[src/rtl/eth_rx_frame_ctrl.sv]
// RMII receive frame controller: preamble/SFD sync, payload forwarding with CRC-32,
// runt/giant/sync/FCS status and good/bad frame statistics.
module eth_rx_frame_ctrl #(
  parameter int MIN_LEN = 64,
  parameter int MAX_LEN = 1518
) (
  input  logic        clk,
  input  logic        resetn,
  input  logic        data_valid,
  input  logic        byte_valid,
  input  logic [7:0]  rx_byte,
  input  logic        rx_enable,
  output logic [7:0]  out_data,
  output logic        out_valid,
  output logic        out_sof,
  output logic        frame_done,
  output logic        frame_ok,
  output logic [10:0] frame_len,
  output logic [3:0]  frame_err,
  output logic [15:0] good_cnt,
  output logic [15:0] bad_cnt
);

  localparam logic [10:0] LMIN = 11'(MIN_LEN);
  localparam logic [10:0] LMAX = 11'(MAX_LEN);
  localparam logic [31:0] CRC_RESIDUE = 32'hDEBB20E3;

  typedef enum logic [2:0] {IDLE, PREAMBLE, PAYLOAD, DROP, DONE} state_t;

  state_t      r_state, w_state_n;
  logic        r_dv_d, r_pend, r_silent, w_silent_n;
  logic [31:0] r_crc, w_crc_n;
  logic [10:0] r_len, w_len_n, w_len_inc;
  logic [3:0]  r_err, w_err_n, w_fin_err;
  logic        w_rise, w_fwd, w_chk, w_done;

  function automatic logic [31:0] crc_byte(input logic [31:0] c, input logic [7:0] d);
    logic [31:0] x;
    x = c;
    for (int i = 0; i < 8; i++)
      x = (x[0] ^ d[i]) ? ((x >> 1) ^ 32'hEDB88320) : (x >> 1);
    return x;
  endfunction

  // An edge landing in the DONE cycle is held in r_pend so IDLE still sees it
  assign w_rise    = (data_valid & ~r_dv_d) | r_pend;
  assign w_len_inc = (r_len == 11'h7FF) ? r_len : r_len + 11'd1;

  always_comb begin
    w_state_n  = r_state;
    w_len_n    = r_len;
    w_crc_n    = r_crc;
    w_err_n    = r_err;
    w_silent_n = r_silent;
    w_fwd      = 1'b0;
    w_chk      = 1'b0;
    case (r_state)
      IDLE: if (w_rise) begin
        w_len_n    = '0;
        w_err_n    = '0;
        w_silent_n = ~rx_enable;
        w_state_n  = rx_enable ? PREAMBLE : DROP;
      end
      PREAMBLE: begin
        if (!data_valid) begin
          w_err_n[3] = 1'b1;
          w_state_n  = DONE;
        end else if (byte_valid) begin
          if (rx_byte == 8'hD5) begin
            w_crc_n   = 32'hFFFFFFFF;
            w_len_n   = '0;
            w_state_n = PAYLOAD;
          end else if (rx_byte != 8'h55) begin
            w_err_n[3] = 1'b1;
            w_state_n  = DONE;
          end
        end
      end
      PAYLOAD: begin
        if (byte_valid) begin
          w_len_n = w_len_inc;
          if (r_len == LMAX) begin
            w_err_n[2] = 1'b1;
            w_state_n  = DROP;
          end else begin
            w_fwd   = 1'b1;
            w_crc_n = crc_byte(r_crc, rx_byte);
          end
        end
        if (!data_valid && w_state_n == PAYLOAD) begin
          w_chk     = 1'b1;
          w_state_n = DONE;
        end
      end
      DROP: begin
        if (byte_valid && !r_silent) w_len_n = w_len_inc;
        if (!data_valid) w_state_n = r_silent ? IDLE : DONE;
      end
      DONE:    w_state_n = IDLE;
      default: w_state_n = IDLE;
    endcase
  end

  // FCS and runt only judge frames that ended normally in PAYLOAD
  assign w_done    = (w_state_n == DONE);
  assign w_fin_err = w_err_n | {2'b00, w_chk && (w_len_n < LMIN), w_chk && (w_crc_n != CRC_RESIDUE)};

  always_ff @(posedge clk or negedge resetn) begin
    if (!resetn) begin
      r_state    <= IDLE;
      r_dv_d     <= 1'b1;  // a carrier already up at release must not look like a new edge
      r_pend     <= 1'b0;
      r_silent   <= 1'b0;
      r_crc      <= '0;
      r_len      <= '0;
      r_err      <= '0;
      out_data   <= '0;
      out_valid  <= 1'b0;
      out_sof    <= 1'b0;
      frame_done <= 1'b0;
      frame_ok   <= 1'b0;
      frame_len  <= '0;
      frame_err  <= '0;
      good_cnt   <= '0;
      bad_cnt    <= '0;
    end else begin
      r_state    <= w_state_n;
      r_dv_d     <= data_valid;
      r_pend     <= (r_state == DONE) && data_valid && !r_dv_d;
      r_silent   <= w_silent_n;
      r_crc      <= w_crc_n;
      r_len      <= w_len_n;
      r_err      <= w_err_n;
      out_valid  <= w_fwd;
      out_sof    <= w_fwd && (r_len == 11'd0);
      if (w_fwd) out_data <= rx_byte;
      frame_done <= w_done;
      if (w_done) begin
        frame_ok  <= (w_fin_err == 4'd0);
        frame_len <= w_len_n;
        frame_err <= w_fin_err;
        if (w_fin_err == 4'd0) good_cnt <= good_cnt + 16'd1;
        else                   bad_cnt  <= bad_cnt + 16'd1;
      end
    end
  end

endmodule

[config.mk]
export PLATFORM = sky130hd
export DESIGN_NAME = eth_rx_frame_ctrl
export DESIGN_NICKNAME = d
export VERILOG_FILES = /design/src/rtl/eth_rx_frame_ctrl.sv
export SDC_FILE = /design/constraint.sdc
export NUM_CORES = 1
export LEC_CHECK = 0
export CORE_ASPECT_RATIO = 0.75
export CORE_MARGIN = 10
export CORE_UTILIZATION = 45
export CTS_CLUSTER_DIAMETER = 30
export DETAILED_ROUTE_END_ITERATION = 16
export PLACE_DENSITY_LB_ADDON = 0.05
export SLEW_MARGIN = 20
export SYNTH_ARGS = -nofsm -noshare
export SYNTH_HDL_FRONTEND = slang
export SYNTH_SLANG_ARGS = --single-unit
[constraint.sdc]
create_clock -name clk -period 3.5 [get_ports clk]
set_input_delay 0.7 -clock clk [delete_from_list [all_inputs] [get_ports clk]]
set_output_delay 0.7 -clock clk [all_outputs]
set_load 0.05 [all_outputs]
==> impl_metrics.csv, run 1 <==
group,metric,value,unit
timing,finalSetupViolCount,0,
synthesis,synthTopCellsByArea,"dfrtp_1, nand2_1, xnor2_1",
run,maxCapViolations,0,
global_route,grt_pass1_wl,30220,µm
synthesis,synth-simple-area-share,19.48,%
final_layout,drive_gt1_share,30.23,%
pwr,peakVddDrop,0.0007177,V
synthesis,synth_seq_area_share,44.50,%
global_route,antenna_found_initial,0,
final_layout,finalNonFillerCells,1035,
clock_tree,hold_buffers,0,
pwr,power,9150,µW
routing,drt-initial-drc-count,398,
synthesis,synth-compound-area-share,12.19,%
clock_tree,root_buffer,"clkbuf_16",
worst_setup_path,setup.worst_path.end_class,"flip-flop",
die,placementRows,37,
final_layout,nets,873,
global_route,grt_start_max_net_pins,35,
synthesis,muxShareOfSynthArea,0.5361,%
synthesis,syn_inst,628,
final_layout,design_area,9139,µm²
placement,placed_area,8247,µm²
routing,num_vias,5586,
synthesis,synth_warnings,0,
die,core,13700,µm²
placement,gp_congestion,0.9046,
run_status,run_status,"finished clean",
synthesis,synth_top_area_share,44.08,%
die,die_area,19180,µm²
clock_tree,clk_path_buf_depth,2,
placement,hpwlAfterDp,14180,µm
placement,placed_cells,982,
synthesis,syn_area,6301,µm²
die,start_util,45.98,%
die,ioPinCount,72,
synthesis,async_flop_share,100.0,%
final_layout,multi_input_area,3632,µm²
timing,fin_skew,7.330,ps
global_route,grt_overflow,0,
global_route,grt_pass1_vias,5414,
worst_setup_path,worstSetupPathType,"reg2reg",
timing,drv_slew,0,
synthesis,synth.most_common_cell,"dfrtp_1",
synthesis,synth_nets,646,
clock_tree,cts_tree,"done",
die,die_y,122.5,µm
synthesis,ys_dominant_reg_cell,"dfrtp_1",
min_path,hp-class,"in2async",
routing,drc,0,
final_layout,fin_util,66.69,%
clock_tree,cts_buffers,9,
routing,top_layer_used,"met4",
timing,worst_pin_slew,606.4,ps
die,die_w,156.6,µm
synthesis,synth_fa_ha_area_share,0.9929,%
timing,setup_tns,0,ps
final_layout,seq_area,2805,µm²
global_route,grtUsageTotal,20.00,%
timing,hold_viol,0,
worst_setup_path,worstPathCellList,"inv_2, ha_2, nand4bb_4, o31ai_4, inv_2, buf_12, buf_4, nor4b_2, o21bai_1, a2111oi_4, a21oi_4, nor4_4, buf_4, mux2_2",
routing,dr.pass1.iters,7,
worst_setup_path,crit_path_max_fanout,12,
timing,min_period_over_period,96.44,%
synthesis,synth_largest_area_cell,"dfrtp_1",
pwr,power_density,1001,nW/µm²
final_layout,fillers,1080,
worst_setup_path,arrival,3620,ps
synthesis,ys_types,63,
synthesis,synth-xor-area-share,19.58,%
routing,routed-wl-met2,7957,µm
synthesis,syn_area_per_cell,10.03,µm²
worst_setup_path,critical-path-top-delay-family,"compound AO/OA/AOI/OAI gates",
worst_setup_path,cp-start-kind,"flip-flop",
worst_setup_path,r2r_end,"good_cnt[1]",
clock_tree,htree_levels,3,
placement,portBuffers,71,
pwr,total_leakage_power,0.004268,µW
routing,vias_per_cell,5.397,
worst_setup_path,ff2ff_setup_slack,120,ps
worst_setup_path,cp_slowest_stage_delay,400,ps
worst_setup_path,cp_slowest_cell,"o31ai_4",
synthesis,synthTopCellsByCount,"dfrtp_1, nand2_1, o21ai_0, xnor2_1, a21oi_1",
final_layout,n_antenna_cell,0,
routing,wl_met1,9454,µm
routing,routedWlPerCell,18.38,µm
routing,wirelength,19020,µm
synthesis,synth_edf_count,0,
clock_tree,clock-sinks,112,
worst_setup_path,rr_startpoint,"r_len[0]",
timing,relSlewSlack,59.42,%
timing,achievable-frequency,296.3,MHz
final_layout,area_delta_synth_final,45.04,%
worst_setup_path,reg2regPathDepth,14,
clock_tree,clock_latency,360,ps
worst_setup_path,worst_ep_required_time,3750,ps
clock_tree,clk_pin_slew,80,ps
synthesis,yosys_register_bits,112,
routing,wl_met3,1412,µm
routing,drt.antenna.violating_nets,0,
worst_setup_path,cp-startpoint,"r_len[0]",
synthesis,synth_top_family_by_area,"XOR/XNOR gates",
worst_setup_path,timing.critical_path.buf_inv,5,
timing,min_period,3375,ps
==> registers in the layout, summed over array words and instances, names as in the netlist, 3 cells and up <==
register   count
r_len         11
frame_len     11
bad_cnt       16
r_err          4
r_state        3
out_data       8
frame_err      4
good_cnt      16
r_crc         32
==> power by group <==
part	switching, µW	leakage, µW	internal, µW
clock network	532	0.000153	545
registers	402	0.00146	1650
logic	2850	0.00266	3170
total	3790	0.00427	5360
==> per-stage QoR <==
| stage | worst slack [ps] | hold WS, ps |
|---|---|---|
| floorplan | 6.419 | 404.4 |
| global placement | -814.3 | 457.3 |
| detailed placement | -837.1 | 462.6 |
| CTS | 3.900 | 314.5 |
| global route | -16.21 | 313.7 |
| finish | 124.6 | 291.1 |
==> layer usage <==
metal / up-vias / track usage (%)
met5: - / 0
met4: 0 / 4.118
met3: 18 / 5.802
met2: 190 / 27.35
met1: 2728 / 30.43
li1: 2650 / -
==> layout by cell type (no fill, tap or decap), types with 17 or more instances in the layout <==
| cell type | n |
|---|---|
| buf_4 | 149 |
| dfrtp_1 | 110 |
| nand2_1 | 105 |
| clkdlybuf4s50_1 | 60 |
| o21ai_0 | 41 |
| xnor2_1 | 36 |
| a21oi_1 | 31 |
| nor2_1 | 30 |
| nand3_1 | 27 |
| xor2_1 | 26 |
| nor3_1 | 20 |
| inv_1 | 17 |
==> worst max-delay path by stage <==
| stage | to | slack, ps | depth (start not counted) |
|---|---|---|---|
| detailed placement | bad_cnt[15] | -840 | 12 |
| global route | good_cnt[15] | -20 | 15 |
| finish | good_cnt[1] | 120 | 14 |
| floorplan | good_cnt[12] | 6 | 11 |
| global placement | good_cnt[12] | -810 | 13 |
| CTS | good_cnt[1] | 4 | 14 |
==> worst register-to-register path, cell delays in order (launching register included) <==
cell and delay, ps:
dfrtp_1 390, inv_2 70, ha_2 200, nand4bb_4 130
o31ai_4 410, inv_2 130, buf_12 170, buf_4 130
nor4b_2 200, o21bai_1 140, a2111oi_4 380, a21oi_4 170
nor4_4 230, buf_4 180, mux2_2 330
==> kinds of logic after synthesis <==
| logic type | Yosys count |
|---|---|
| multiplexers | 3 |
| AND/OR/NAND/NOR | 247 |
| AO/OA/AOI/OAI | 120 |
| XOR/XNOR | 97 |
| flip-flops | 112 |
| adder cells (fa/ha/maj) | 5 |
| buffers and inverters | 44 |
==> cell type report <==
class / instances / area share (%)
tap: 175 / 2.396
clock inverter: 5 / 0.6161
multi-input combinational: 472 / 39.75
sequential: 112 / 30.70
timing repair buffer: 241 / 23.00
inverter: 19 / 0.7804
clock buffer: 11 / 2.766
==> timing repair <==
item	CTS	global route
resized for setup	42	45
pin swaps	26	28
gates cloned	1	0
buffers inserted	18	19
setup endpoints to repair	33	32
(Power assumes the default switching activity.)
==> inputs of run 2 (changes only) <==
CORE_UTILIZATION = 51   (was 45)
==> run 2 against run 1 <==
Hold slack better by 150 ps. Critical path depth unchanged. Flip-flop and latch count is the same. Clock skew grew 2.9 ps. Sequential power barely moved. Clock power shrank 5%. Worst setup slack got worse by 38 ps. Power is 4.2% higher. Die area fell by 10%. Critical endpoint is now good_cnt[8]. Highest routed layer unchanged.
==> impl_metrics.csv, run 2 (synthesis results as in run 1) <==
group,metric,value,unit
clock_tree,cts_buffers,9,
final_layout,area_delta_synth_final,43.57,%
die,placementRows,35,
placement,portBuffers,71,
clock_tree,clock-sinks,112,
final_layout,largestRegisters,"r_crc (32), bad_cnt (16), good_cnt (16)",
die,start_util,51.76,%
worst_setup_path,setup.worst_path.end,"good_cnt[8]",
worst_setup_path,cp-startpoint,"rx_byte[4]",
die,die_y,116.3,µm
worst_setup_path,arrival,3690,ps
routing,vias_per_cell,5.583,
clock_tree,clk_path_buf_depth,2,
worst_setup_path,setup.worst_path.end_class,"flip-flop",
final_layout,fin_util,74.31,%
global_route,grt_pass1_wl,30770,µm
timing,hold_viol,0,
pwr,power_density,1054,nW/µm²
worst_setup_path,r2r_end,"bad_cnt[13]",
global_route,grt_pass1_vias,5561,
timing,rsz0062_at_grt,"yes",
timing,fin_skew,10.24,ps
worst_setup_path,cp-start-kind,"input port",
min_path,hp-class,"in2async",
timing,worst_pin_slew,805.3,ps
worst_setup_path,rr_startpoint,"r_crc[5]",
final_layout,n_antenna_cell,0,
pwr,total_leakage_power,0.004203,µW
worst_setup_path,worst_ep_required_time,3780,ps
timing,drv_slew,0,
final_layout,final_common_cell,"buf_4",
routing,num_vias,5644,
final_layout,largest_reg_flops,32,
pwr,peakVddDrop,0.0006867,V
die,die_area,17250,µm²
clock_tree,root_buffer,"clkbuf_16",
global_route,grtUsageTotal,22.60,%
final_layout,layout.cells.most_common_list,"buf_4, dfrtp_1, nand2_1",
clock_tree,htree_levels,3,
die,core,12170,µm²
run_status,run_status,"finished clean",
run,maxCapViolations,0,
die,die_w,148.4,µm
placement,placed_area,8178,µm²
placement,hpwlAfterDp,14290,µm
routing,drt-initial-drc-count,598,
worst_setup_path,reg2regPathDepth,12,
placement,gp_congestion,0.9441,
die,ioPinCount,72,
final_layout,nets,858,
global_route,grt_start_max_net_pins,63,
timing,min_period,3413,ps
clock_tree,clk_pin_slew,80,ps
worst_setup_path,worstSetupPathType,"in2reg",
timing,relSlewSlack,46.32,%
clock_tree,cts_tree,"done",
final_layout,drive_gt1_share,29.94,%
routing,drc,0,
final_layout,top_register,"r_crc",
worst_setup_path,crit_path_max_fanout,6,
clock_tree,hold_buffers,0,
timing,achievable-frequency,293.0,MHz
timing,min_period_over_period,97.51,%
routing,routedWlPerCell,19.32,µm
routing,wirelength,19540,µm
routing,dr.pass1.iters,5,
timing,finalSetupViolCount,0,
final_layout,design_area,9046,µm²
clock_tree,clock_latency,360,ps
global_route,antenna_found_initial,0,
worst_setup_path,ff2ff_setup_slack,110,ps
global_route,grt_overflow,0,
routing,drt.antenna.violating_nets,0,
[run 2: changes by cell type in the layout (fill, tap and decap cells not counted), sizes merged]
cell           before  now
buf               172  159
clkbuf             18   10
clkdlybuf4s15       0    1
clkdlybuf4s50      60   61
clkinv              1    4
dlygate4sd2         0    3
dlymetal6s2s        2    1
inv                23   22
[run 2: worst min-delay path by stage]
stage | end
global route | good_cnt[15]
CTS | out_data[2]
finish | out_data[2]
detailed placement | good_cnt[15]
floorplan | bad_cnt[0]
global placement | frame_len[3]
[run 2: stage by stage]
stage	TNS, ps	worst slack (ps)	instances	total power [µW]	hold WS (ps)
2_1_floorplan	0	6.419	628	5047	404.4
3_3_place_gp	-28790	-926.6	972	7319	457.1
3_5_place_dp	-26120	-903.0	972	7395	461.7
4_1_cts	-71.52	-32.85	1007	9055	472.8
5_1_grt	-142.5	-35.75	1011	9974	502.1
6_report	0	87.09	1011	9530	442.5
[run 2: per-layer routing]
metal	wire, µm	track usage, %	vias up
li1	-	-	2613
met1	9415	33.90	2775
met2	8363	32.08	238
met3	1616	6.117	18
met4	140	3.887	0
met5	0	0	-
[run 2: where the power goes]
group / internal [µW] / switching (µW)
Sequential: 1650 / 421
Combinational: 3260 / 3170
Clock: 504 / 529
[run 2: cell type report]
| type | instances | area, µm² |
|---|---|---|
| tap | 166 | 207.7 |
| fill | 901 | 3128 |
| clock inverter | 7 | 72.57 |
| inverter | 19 | 71.32 |
| clock buffer | 9 | 225.2 |
| sequential | 112 | 2805 |
| timing repair buffer | 226 | 1941 |
| multi-input combinational | 472 | 3724 |
[run 2: critical path: stages]
cell	delay, ps
dlygate4sd2_1	310
xnor2_2	160
buf_4	190
xnor2_2	150
buf_4	170
xnor2_1	330
xnor2_2	200
o2111ai_2	180
a2111oi_4	460
a21oi_4	170
nor4_4	220
buf_6	170
nand4_1	110
xnor2_1	180
[run 2: repair_timing]
item / 4_1_cts / 5_1_grt
buffers inserted: 17 / 5
pin swaps: 30 / 30
gates cloned: 2 / 0
endpoints found under the setup margin: 34 / 33
resized for setup: 60 / 42
hold endpoints to repair: 0 / 0
==> inputs of run 3 (changes only) <==
CELL_PAD_IN_SITES_DETAIL_PLACEMENT = 0   (was not set)
CELL_PAD_IN_SITES_GLOBAL_PLACEMENT = 1   (was not set)
CORE_UTILIZATION = 40   (was 51)
HOLD_SLACK_MARGIN = 0.12   (was not set)
==> run 3 against run 2 <==
Flip-flop and latch count stayed put. Critical path depth stayed put. Design area is 1.6% higher. Combinational power is 2% lower. Fmax is 0.94% lower. Global-route usage is 3.9 points lower. Highest routed layer unchanged.
==> impl_metrics.csv, run 3 (synthesis results as in run 1) <==
group,metric,value,unit
run_status,run_status,"finished clean",
final_layout,top_register,"r_crc",
timing,relSlewSlack,52.59,%
routing,routedWlPerCell,18.33,µm
timing,drv_slew,0,
routing,drt.antenna.violating_nets,0,
worst_setup_path,arrival,3700,ps
worst_setup_path,setup.worst_path.end_class,"flip-flop",
timing,achievable-frequency,290.3,MHz
global_route,grt_pass1_vias,5550,
clock_tree,cts_tree,"done",
die,start_util,41.12,%
die,ioPinCount,72,
routing,wirelength,19600,µm
routing,vias_per_cell,5.264,
final_layout,largest_reg_flops,32,
global_route,grt_overflow,0,
run,maxCapViolations,0,
final_layout,final_common_cell,"buf_4",
routing,drt-initial-drc-count,377,
final_layout,nets,877,
timing,worst_pin_slew,711.2,ps
final_layout,drive_gt1_share,30.09,%
clock_tree,clk_pin_slew,80,ps
global_route,grt_pass1_wl,31220,µm
pwr,power_density,1030,nW/µm²
die,core,15320,µm²
global_route,grt_start_max_net_pins,64,
clock_tree,htree_levels,3,
global_route,antenna_found_initial,0,
die,die_area,21230,µm²
die,die_y,128.7,µm
placement,gp_congestion,0.8855,
timing,min_period_over_period,98.43,%
clock_tree,clock_latency,370,ps
final_layout,largestRegisters,"r_crc (32), bad_cnt (16), good_cnt (16)",
routing,drc,0,
timing,rsz0062_at_grt,"yes",
min_path,hp-class,"in2async",
routing,dr.pass1.iters,5,
die,die_w,164.9,µm
timing,min_period,3445,ps
worst_setup_path,ff2ff_setup_slack,70,ps
final_layout,fin_util,59.98,%
worst_setup_path,cp-start-kind,"input port",
final_layout,layout.cells.most_common_list,"buf_4, dfrtp_1, nand2_1",
clock_tree,hold_buffers,0,
global_route,grtUsageTotal,18.74,%
clock_tree,clk_path_buf_depth,2,
timing,fin_skew,10.83,ps
timing,finalSetupViolCount,0,
pwr,peakVddDrop,0.0005009,V
clock_tree,cts_buffers,9,
timing,hold_slack,371.3,ps
pwr,total_leakage_power,0.004284,µW
final_layout,area_delta_synth_final,45.85,%
placement,portBuffers,71,
placement,hpwlAfterDp,14250,µm
worst_setup_path,worstSetupPathType,"in2reg",
worst_setup_path,crit_path_max_fanout,4,
routing,num_vias,5627,
clock_tree,root_buffer,"clkbuf_16",
worst_setup_path,worst_ep_required_time,3760,ps
die,placementRows,39,
final_layout,n_antenna_cell,0,
clock_tree,clock-sinks,112,
timing,hold_viol,0,
[run 3: cell types whose count changed in the layout (fill, tap and decap cells not counted), sizes merged]
cell           delta
clkdlybuf4s50     -1
clkbuf            +6
clkinv            -4
inv               +2
buf              +20
clkdlybuf4s15     -1
dlygate4sd2       -3
[run 3: path summary, 6_finish.rpt]
| kind | from | to | cells after the start |
|---|---|---|---|
| setup / recovery | rx_byte[7] | bad_cnt[1] | 14 |
| hold / removal | resetn | r_crc[12] | 1 |
| setup reg to reg | r_crc[5] | bad_cnt[1] | 11 |
| hold reg to reg | bad_cnt[15] | bad_cnt[15] | 1 |
| max in group asynchronous | resetn | r_crc[7] | 2 |
| min in group clk | bad_cnt[15] | bad_cnt[15] | 1 |
[run 3: layout make-up]
cell class / instances / area (µm²)
fillers: 1285 / 6132
multi-input cells: 472 / 3603
flip-flops and latches: 112 / 2808
repair buffers: 245 / 2145
well taps: 205 / 256.5
clock buffers: 11 / 252.7
inverters: 19 / 71.32
clock inverters: 5 / 53.80
[run 3: worst max-delay path: stages]
cell,delay (ps)
buf_2,150
xnor2_4,160
buf_4,140
buf_4,160
buf_4,150
xnor3_1,300
nand2_1,80
nor4_2,350
a21oi_2,130
a2111oi_4,430
a21oi_4,160
buf_4,170
o31ai_4,240
mux2_2,360
[run 3: timing repair]
action                     4_1_cts  5_1_grt
setup endpoints to repair       34       32
setup buffers                   19       17
gates cloned                     1        0
pin swaps                       32       28
gates resized for setup         54       48
[run 3: stage by stage]
stage	setup WS [ps]	setup TNS [ps]	cell area (µm²)	std cells	power [µW]
6_report	54.79	0	9190	1069	9470
5_1_grt	-85.43	-885.4	9190	1069	9980
4_1_cts	15.36	0	8986	1053	8997
3_5_place_dp	-1009	-31100	8292	1018	7327
3_3_place_gp	-987.4	-30550	8292	1018	7282
2_1_floorplan	6.419	0	6320	628	5047
[run 3: per-layer routing]
| layer | track usage, % | up-vias | wire (µm) |
|---|---|---|---|
| li1 | - | 2656 | - |
| met1 | 28.94 | 2765 | 9880 |
| met2 | 25.49 | 189 | 8145 |
| met3 | 4.334 | 17 | 1386 |
| met4 | 4.626 | 0 | 186 |
| met5 | 0 | - | 0 |
[run 3: report_power, final]
part	total, µW	leakage, µW	switching [µW]	internal, µW
clock	1100	0.000154	554	547
combinational	6320	0.00268	2940	3380
sequential	2040	0.00145	393	1650
total	9470	0.00428	3890	5580
